<file path="src/rtl/bus_arb_pkg.sv">
`default_nettype none
// ============================================================================
//  Module      : bus_arb_pkg
//  Description : Shared types and constants for the eight-port bus arbiter.
//  Revision    : 1.0 - initial release
// ============================================================================
package bus_arb_pkg;

    localparam int NUM_PORTS = 8;
    localparam int PORT_W    = $clog2(NUM_PORTS);
    localparam int DATA_W    = 32;

    typedef enum logic {
        IDLE  = 1'b0,
        GRANT = 1'b1
    } arb_state_t;

    typedef logic [DATA_W-1:0] beat_t;

endpackage
`default_nettype wire

</file>
<file path="src/rtl/bus_port_arbiter_rr_picker.sv">
`default_nettype none
// ============================================================================
//  Module      : rr_picker
//  Description : Combinational round-robin selector. Finds the first set
//                request at or after ptr, wrapping from the top port to 0.
//  Revision    : 1.0 - initial release
// ============================================================================
module rr_picker
    import bus_arb_pkg::*;
(
    input  logic [NUM_PORTS-1:0] req,
    input  logic [PORT_W-1:0]    ptr,
    output logic [PORT_W-1:0]    idx,
    output logic                 any
);

    logic [2*NUM_PORTS-1:0] w_dbl;
    logic [NUM_PORTS-1:0]   w_rot;
    logic [PORT_W-1:0]      w_off;

    // Rotate so ptr lands at bit 0, priority-encode the lowest bit, rotate back
    always_comb begin
        w_dbl = {req, req};
        w_rot = w_dbl[{1'b0, ptr} +: NUM_PORTS];
        w_off = '0;
        for (int i = NUM_PORTS - 1; i >= 0; i--) begin
            if (w_rot[i]) begin
                w_off = PORT_W'(i);
            end
        end
        idx = w_off + ptr;
        any = |req;
    end

endmodule
`default_nettype wire

</file>
<file path="src/rtl/bus_port_arbiter.sv">
`default_nettype none
// ============================================================================
//  Module      : bus_port_arbiter
//  Description : Round-robin arbiter sharing one registered data/port bus
//                between eight valid/ready requesters, with bounded bursts
//                and one arbitration bubble between consecutive grants.
//  Revision    : 1.0 - initial release
// ============================================================================
module bus_port_arbiter
    import bus_arb_pkg::*;
#(
    parameter int MAX_BURST = 4     // legal range 1..16
)(
    input  logic                  clk,
    input  logic                  rst,
    input  logic [NUM_PORTS-1:0]  req_valid,
    input  logic [DATA_W-1:0]     req_data [NUM_PORTS],
    output logic [NUM_PORTS-1:0]  req_ready,
    output logic                  bus_valid,
    output logic [DATA_W-1:0]     bus_data,
    output logic [PORT_W-1:0]     bus_port,
    input  logic                  bus_ready,
    output logic                  busy
);

    localparam int               c_CNT_W = $clog2(MAX_BURST + 1);
    localparam logic [c_CNT_W-1:0] c_LAST = c_CNT_W'(MAX_BURST - 1);

    arb_state_t           r_state;
    logic [PORT_W-1:0]    r_ptr;
    logic [PORT_W-1:0]    r_grant;
    logic [c_CNT_W-1:0]   r_beat_cnt;
    logic                 r_bus_valid;
    beat_t                r_bus_data;
    logic [PORT_W-1:0]    r_bus_port;

    logic                 w_load;
    logic                 w_offer;
    logic                 w_accept;
    logic [PORT_W-1:0]    w_pick_idx;
    logic                 w_pick_any;

    rr_picker u_picker (
        .req (req_valid),
        .ptr (r_ptr),
        .idx (w_pick_idx),
        .any (w_pick_any)
    );

    // Handshake terms: the output register can take a beat when empty or retiring
    always_comb begin
        w_load    = !r_bus_valid || bus_ready;
        w_offer   = (r_state == GRANT) && w_load;
        w_accept  = w_offer && req_valid[r_grant];
        req_ready = '0;
        if (w_offer) begin
            req_ready[r_grant] = 1'b1;
        end
    end

    // Arbitration FSM, rotation pointer, burst counter and output beat register
    always_ff @(posedge clk) begin
        if (rst) begin
            r_state     <= IDLE;
            r_ptr       <= '0;
            r_grant     <= '0;
            r_beat_cnt  <= '0;
            r_bus_valid <= 1'b0;
            r_bus_data  <= '0;
            r_bus_port  <= '0;
        end else begin
            if (w_accept) begin
                r_bus_valid <= 1'b1;
                r_bus_data  <= req_data[r_grant];
                r_bus_port  <= r_grant;
            end else if (bus_ready) begin
                r_bus_valid <= 1'b0;
            end

            case (r_state)
                IDLE: begin
                    if (w_pick_any) begin
                        r_grant    <= w_pick_idx;
                        r_beat_cnt <= '0;
                        r_state    <= GRANT;
                    end
                end
                GRANT: begin
                    if (w_accept) begin
                        r_beat_cnt <= r_beat_cnt + c_CNT_W'(1);
                    end
                    // A dropped request or a completed burst both release the bus
                    if (!req_valid[r_grant] || (w_accept && (r_beat_cnt == c_LAST))) begin
                        r_state <= IDLE;
                        r_ptr   <= r_grant + PORT_W'(1);
                    end
                end
                default: r_state <= IDLE;
            endcase
        end
    end

    assign bus_valid = r_bus_valid;
    assign bus_data  = r_bus_data;
    assign bus_port  = r_bus_port;
    assign busy      = (r_state == GRANT);

endmodule
`default_nettype wire

</file>
<file path="config.mk">
export PLATFORM = sky130hd
export DESIGN_NAME = bus_port_arbiter
export DESIGN_NICKNAME = d
export VERILOG_FILES = /design/src/rtl/bus_arb_pkg.sv /design/src/rtl/bus_port_arbiter_rr_picker.sv /design/src/rtl/bus_port_arbiter.sv
export SDC_FILE = /design/constraint.sdc
export NUM_CORES = 1
export LEC_CHECK = 0
export CORE_AREA = 2 2 122 124
export CTS_BUF_LIST = sky130_fd_sc_hd__clkbuf_4 sky130_fd_sc_hd__clkbuf_8 sky130_fd_sc_hd__clkbuf_16
export CTS_CLUSTER_DIAMETER = 60
export DETAILED_ROUTE_END_ITERATION = 12
export DIE_AREA = 0 0 124 126
export GPL_TIMING_DRIVEN = 0
export PLACE_DENSITY = 0.72
export SLEW_MARGIN = 15
export SYNTH_ARGS = -nofsm -noshare
export SYNTH_HDL_FRONTEND = slang
export SYNTH_SLANG_ARGS = --single-unit
</file>
<file path="constraint.sdc">
create_clock -name clk -period 3.9 [get_ports clk]
set_input_delay 1.17 -clock clk [delete_from_list [all_inputs] [get_ports clk]]
set_output_delay 1.17 -clock clk [all_outputs]
set_load 0.02 [all_outputs]
</file>
==> results.sh, run 1 <==
export IMPL_vias_post_dr=4698
export IMPL_outcome="finished clean"
export IMPL_crit_path_max_incr_delay_ps=450
export IMPL_total_grt_usage=0.2520
export IMPL_route_met2_wl_mm=10.53
export IMPL_finalHoldViolCount=0
export IMPL_yosysTopAreaCellShare=0.3626
export IMPL_syn_cell_area_sq_mm=0.004348
export IMPL_crit_path_top_delay_cell="sky130_fd_sc_hd__clkdlybuf4s50_1"
export IMPL_async_set_or_reset_register_ratio_after_synthesis=0
export IMPL_average_vias_per_placed_instance=5.406
export IMPL_reg2regPathDepth=14
export IMPL_worst_ep_required_time_ps=2730
export IMPL_hold_worst_slack_ps=491.2
export IMPL_clockBufferDepth=2
export IMPL_worstSetupEndpointType="output pin"
export IMPL_met3RoutedLength_mm=1.537
export IMPL_die_y_um=126
export IMPL_cts_post_setup_buffers_inserted=0
export IMPL_worst_setup_hold_path_clk_slew_ps=60
export IMPL_nNetsFinal=954
export IMPL_std_cell_rows=44
export IMPL_tritoncts="built"
export IMPL_max_cap_violations=0
export IMPL_worstSkewPairLatency_ps=290
export IMPL_skew_ps=4.957
export IMPL_grt_max_degree=14
export IMPL_hold_buffers=0
export IMPL_synthesis_yosys_warnings=0
export IMPL_chipWidth_um=124
export IMPL_power_leakage_nw=2.748
export IMPL_synth_area_per_cell_sq_um=11.91
export IMPL_whs_path_depth=2
export IMPL_floorplan_core_area_sq_mm=0.01431
export IMPL_timing_max_slew_rel_slack=0.4428
export IMPL_synth_seq_area_share=0.2118
export IMPL_tritoncts_num_buffers=5
export IMPL_count_of_buffers_from_port_buffering=310
export IMPL_ys_ff_latch=46
export IMPL_drt_met1_wl_mm=7.272
export IMPL_synth_lib_cells_used_distinct=42
export IMPL_ir_worst_vdd_mv=0.2044
export IMPL_grt_first_pass_wirelength_mm=29.32
export IMPL_routed_wire_length_per_instance_um=22.87
export IMPL_layout_filler_cells=1282
export IMPL_crit_cells=5
export IMPL_syn_inst_count=365
export IMPL_grt_setup_unrepaired="no"
export IMPL_mappedNetlistNets=637
export IMPL_cp_data_arrival_time_ps=2560
export IMPL_die_area_sq_mm=0.01562
export IMPL_routed_wl_mm=19.88
export IMPL_final_period_utilization=0.9566
export IMPL_finish_utilization=0.5455
export IMPL_max_transition_viols_final=0
export IMPL_cp_buffers_inverters=2
export IMPL_startpoint_class_of_the_critical_path="primary input"
export IMPL_leading_cell_types_by_total_area_after_synthesis="sky130_fd_sc_hd__mux4_2 36%, sky130_fd_sc_hd__dfxtp_1 21%, sky130_fd_sc_hd__mux2i_1 9.2%"
export IMPL_critical_path_class="primary input to output pin"
export IMPL_tightestPinTransition_ps=835.9
export IMPL_cell_taking_the_most_area_after_synthesis="sky130_fd_sc_hd__mux4_2"
export IMPL_starting_density=0.3038
export IMPL_antenna_found_initial=2
export IMPL_dominantRegCellSynth="sky130_fd_sc_hd__dfxtp_1"
export IMPL_fmaxAchievable_mhz=268.1
export IMPL_setup_violations=0
export IMPL_drtAntennaViolNets=0
export IMPL_power_density_mw_per_mm2=398.4
export IMPL_clock_root_buffer="sky130_fd_sc_hd__clkbuf_16"
export IMPL_detailedPlacementHpwl_mm=17.00
export IMPL_grt_overflow_total=0
export IMPL_crit_family="buffers and inverters"
export IMPL_clock_tree_htree_level_count=2
export IMPL_finalCriticalPeriod_ps=3731
export IMPL_top_layer_used="met4"
export IMPL_boundaryPins=312
export IMPL_post_route_drc_count=0
export IMPL_crit_path_cell_trace="clkdlybuf4s50_1 > nand2b_1 > nand3_1 > nor3_1 > dlygate4sd2_1"
export IMPL_firstDrtPassIters=6
export IMPL_synth_edff_count=0
export IMPL_min_path_type="flip-flop to flip-flop"
export IMPL_crit_fanout=5
export IMPL_grt_pass1_vias=5142
export IMPL_routabilityCongestion=0.9717
export IMPL_flow_area_growth_from_synthesis_pct=79.57
export IMPL_drive_gt1_frac=0.1713
export IMPL_iter_0_drt_violations=212
export IMPL_clock_sink_count=46
==> cell usage after synthesis (6+ instances only) <==
library cell / instances
sky130_fd_sc_hd__nand2_1: 6
sky130_fd_sc_hd__dfxtp_1: 46
sky130_fd_sc_hd__nor2_1: 55
sky130_fd_sc_hd__clkbuf_1: 16
sky130_fd_sc_hd__buf_2: 12
sky130_fd_sc_hd__mux4_1: 12
sky130_fd_sc_hd__buf_1: 6
sky130_fd_sc_hd__a211oi_1: 35
sky130_fd_sc_hd__mux4_2: 70
sky130_fd_sc_hd__mux2i_1: 40
sky130_fd_sc_hd__inv_1: 6
sky130_fd_sc_hd__a21oi_1: 10
==> stage by stage <==
step                worst slack [ps]  total power, mW  area, sq um  TNS (ps)  std cells
floorplan                      374.2            1.917         4348         0        365
global placement              -466.9            2.652         7681    -554.9        859
detailed placement            -561.0            2.692         7681    -794.3        859
CTS                            6.319            3.123         7811         0        867
global route                   65.42            3.288         7807         0        869
finish                         169.4            3.111         7807         0        869
==> state kept, by name (all words and copies together), names as in the netlist <==
signal and cells:
bus_data 32, bus_port 3, bus_valid 1, busy 1, r_beat_cnt 3, r_grant 3, r_ptr 3
==> what timing repair did <==
| item | in CTS | in global routing |
|---|---|---|
| endpoints found under the setup margin | 8 | 2 |
| resized for setup | 17 | 21 |
| cloned | 0 | 0 |
==> worst min-delay path: cells and delay by family (launching register included) <==
| family | cells | cell delay [ps] |
|---|---|---|
| flip-flops | 1 | 320 |
| multiplexers | 1 | 60 |
| AND/OR/NAND/NOR | 1 | 70 |
==> report_power, final <==
group          leakage [nW]  switching [mW]  internal, mW
Sequential            0.378          0.0657         0.578
Combinational          2.29           0.942          1.09
Clock                0.0773           0.175         0.261
==> cells in the final DEF (no fill, tap or decap), types with 10 or more instances in the layout <==
cell type                         netlist  routed
sky130_fd_sc_hd__buf_2                 12      12
sky130_fd_sc_hd__mux2i_1               40      40
sky130_fd_sc_hd__mux4_1                12      11
sky130_fd_sc_hd__clkbuf_1              16      16
sky130_fd_sc_hd__nor2_1                55      55
sky130_fd_sc_hd__clkdlybuf4s50_1        0     294
sky130_fd_sc_hd__a21oi_1               10      10
sky130_fd_sc_hd__dfxtp_1               46      46
sky130_fd_sc_hd__mux4_2                70      71
sky130_fd_sc_hd__a211oi_1              35      35
==> area by class of cell <==
cell class	count	area [sq um]	area share
buffer	38	181.4	0.02324
antenna	2	5.005	0.0006410
inverter	8	32.53	0.004167
clock inverter	1	5.005	0.0006410
sequential	46	920.9	0.1179
tap	184	230.2	0.02949
multi-input combinational	273	3229	0.4136
clock buffer	7	146.4	0.01875
timing repair buffer	310	3057	0.3915
==> path summary, 6_finish.rpt <==
check | from | end | slack [ps]
min | bus_port[0] | bus_port[0] | 490
max | bus_ready | req_ready[1] | 170
max reg2reg | r_ptr[0] | r_grant[2] | 400
min reg2reg | bus_port[0] | bus_port[0] | 490
==> layer usage <==
metal,up-vias,track usage
met5,-,0
met4,0,0.07799
met3,35,0.07292
met2,225,0.4499
met1,2319,0.2875
li1,2119,-
==> kinds of logic after synthesis <==
family	Yosys count	share of synthesized area
xor+xnor	2	0.004030
fa+ha+maj	5	0.01612
simple gates	78	0.07684
mux	127	0.5427
compound gates	61	0.09957
buf+inv	46	0.04892
flops	46	0.2118
No activity file was read; power rests on OpenSTA's default activity.
==> inputs of run 2 (changes only) <==
Settings changed: CTS_CLUSTER_DIAMETER 60 to not set, GPL_ROUTABILITY_DRIVEN set to 0.
==> results.sh, run 2 (synthesis results as in run 1) <==
export IMPL_drive_gt1_frac=0.1640
export IMPL_grt_pass1_vias=5044
export IMPL_worstSetupEndpointType="output pin"
export IMPL_grt_overflow_total=0
export IMPL_flow_area_growth_from_synthesis_pct=80.14
export IMPL_clock_sink_count=46
export IMPL_post_route_drc_count=0
export IMPL_critical_path_class="primary input to output pin"
export IMPL_outcome="finished clean"
export IMPL_setup_violations=0
export IMPL_final_period_utilization=0.9471
export IMPL_routed_wl_mm=18.96
export IMPL_tritoncts="built"
export IMPL_nNetsFinal=954
export IMPL_clock_tree_htree_level_count=2
export IMPL_worst_ep_required_time_ps=2730
export IMPL_die_area_sq_mm=0.01562
export IMPL_grt_first_pass_wirelength_mm=28.31
export IMPL_firstDrtPassIters=4
export IMPL_average_vias_per_placed_instance=5.390
export IMPL_tritoncts_num_buffers=5
export IMPL_total_grt_usage=0.2417
export IMPL_skew_ps=5.485
export IMPL_fmaxAchievable_mhz=270.7
export IMPL_hold_buffers=0
export IMPL_worst_setup_hold_path_clk_slew_ps=60
export IMPL_drtAntennaViolNets=0
export IMPL_timing_rr_end="r_grant[2]"
export IMPL_crit_fanout=5
export IMPL_most_common_layout_cells="294 x sky130_fd_sc_hd__clkdlybuf4s50_1, 71 x sky130_fd_sc_hd__mux4_2, 55 x sky130_fd_sc_hd__nor2_1, 46 x sky130_fd_sc_hd__dfxtp_1, 40 x sky130_fd_sc_hd__mux2i_1"
export IMPL_power_leakage_nw=2.742
export IMPL_finalCriticalPeriod_ps=3694
export IMPL_grt_setup_unrepaired="no"
export IMPL_count_of_buffers_from_port_buffering=310
export IMPL_finish_utilization=0.5472
export IMPL_antenna_found_initial=1
export IMPL_cp_data_arrival_time_ps=2520
export IMPL_detailedPlacementHpwl_mm=16.27
export IMPL_max_transition_viols_final=0
export IMPL_starting_density=0.3038
export IMPL_mostFrequentLayoutCell="sky130_fd_sc_hd__clkdlybuf4s50_1"
export IMPL_worstSkewPairLatency_ps=280
export IMPL_cts_post_setup_buffers_inserted=0
export IMPL_startpoint_class_of_the_critical_path="primary input"
export IMPL_chipWidth_um=124
export IMPL_die_y_um=126
export IMPL_grt_max_degree=16
export IMPL_power_density_mw_per_mm2=400.3
export IMPL_ir_worst_vdd_mv=0.2593
export IMPL_vias_post_dr=4673
export IMPL_min_path_type="flip-flop to flip-flop"
export IMPL_boundaryPins=312
export IMPL_reg2regPathDepth=14
export IMPL_setup_reg_to_reg_worst_slack_ps=400
export IMPL_routed_wire_length_per_instance_um=21.87
export IMPL_hold_worst_slack_ps=495.9
export IMPL_iter_0_drt_violations=218
export IMPL_tightestPinTransition_ps=843.2
export IMPL_max_cap_violations=0
export IMPL_clockBufferDepth=2
export IMPL_finalHoldViolCount=0
export IMPL_critical_path_startpoint="bus_ready"
export IMPL_largest_register_ff_count=32
export IMPL_crit_reg2reg_launch="r_ptr[0]"
export IMPL_clock_root_buffer="sky130_fd_sc_hd__clkbuf_16"
export IMPL_whs_path_depth=2
export IMPL_timing_max_slew_rel_slack=0.4378
export IMPL_num_antenna_cells=0
export IMPL_floorplan_core_area_sq_mm=0.01431
export IMPL_std_cell_rows=44
export IMPL_worst_setup_path_endpoint="req_ready[1]"
run 2: area by class of cell:
type / count / area, sq um
Clock inverter: 3 / 45.04
Timing Repair Buffer: 310 / 3074
Inverter: 8 / 32.53
Multi-Input combinational cell: 273 / 3224
Tap cell: 184 / 230.2
Sequential cell: 46 / 920.9
Fill cell: 1255 / 6481
Clock buffer: 5 / 125.1
Buffer: 38 / 180.2
run 2: metrics by stage:
| step | power (mW) | setup slack [ps] | TNS, ps | area [sq um] | std cells |
|---|---|---|---|---|---|
| 3_5_place_dp | 2.678 | -579.0 | -870.9 | 7681 | 859 |
| 3_3_place_gp | 2.642 | -504.6 | -614.2 | 7681 | 859 |
| 5_1_grt | 3.316 | 78.45 | 0 | 7833 | 867 |
| 2_1_floorplan | 1.917 | 374.2 | 0 | 4348 | 365 |
| 4_1_cts | 3.165 | 23.70 | 0 | 7829 | 867 |
| 6_report | 3.135 | 206.5 | 0 | 7833 | 867 |
run 2: report_power, final:
group	total, mW	internal [mW]	switching [mW]	leakage (nW)
clock	0.481	0.302	0.179	0.0760
sequential	0.639	0.577	0.0617	0.378
combinational	2.01	1.09	0.924	2.29
total	3.14	1.97	1.17	2.74
run 2: what timing repair did:
item                       4_1_cts  5_1_grt
setup endpoints to repair        9        1
pin swaps                        0        2
hold endpoints to repair         0        0
resized for setup               18       10
run 2: how the worst min path moves through the flow:
stage / start / end / slack [ps]
2_1_floorplan: r_beat_cnt[2] / r_beat_cnt[2] / 520
3_3_place_gp: bus_port[0] / bus_port[0] / 480
3_5_place_dp: bus_port[0] / bus_port[0] / 490
4_1_cts: bus_data[26] / bus_data[26] / 500
5_1_grt: bus_data[26] / bus_data[26] / 520
6_report: bus_data[25] / bus_data[25] / 500
run 2: critical path: stages:
cell,delay [ps]
sky130_fd_sc_hd__clkdlybuf4s50_1,450
sky130_fd_sc_hd__nand2b_1,180
sky130_fd_sc_hd__nand3_1,190
sky130_fd_sc_hd__nor3_1,160
sky130_fd_sc_hd__dlygate4sd2_1,370
run 2: per-layer routing:
layer | GRT usage | share of wire | vias up
met1 | 0.2790 | 0.36 | 2295
li1 | - | - | 2114
met3 | 0.06658 | 0.078 | 41
met2 | 0.4344 | 0.53 | 221
met4 | 0.06609 | 0.028 | 2
met5 | 0 | 0.00069 | -
==> inputs of run 3 (changes only) <==
Settings changed: SLEW_MARGIN 15 to 25.
==> results of run 3 <==
Final layout, timing and power as in run 2 (identical DEF).
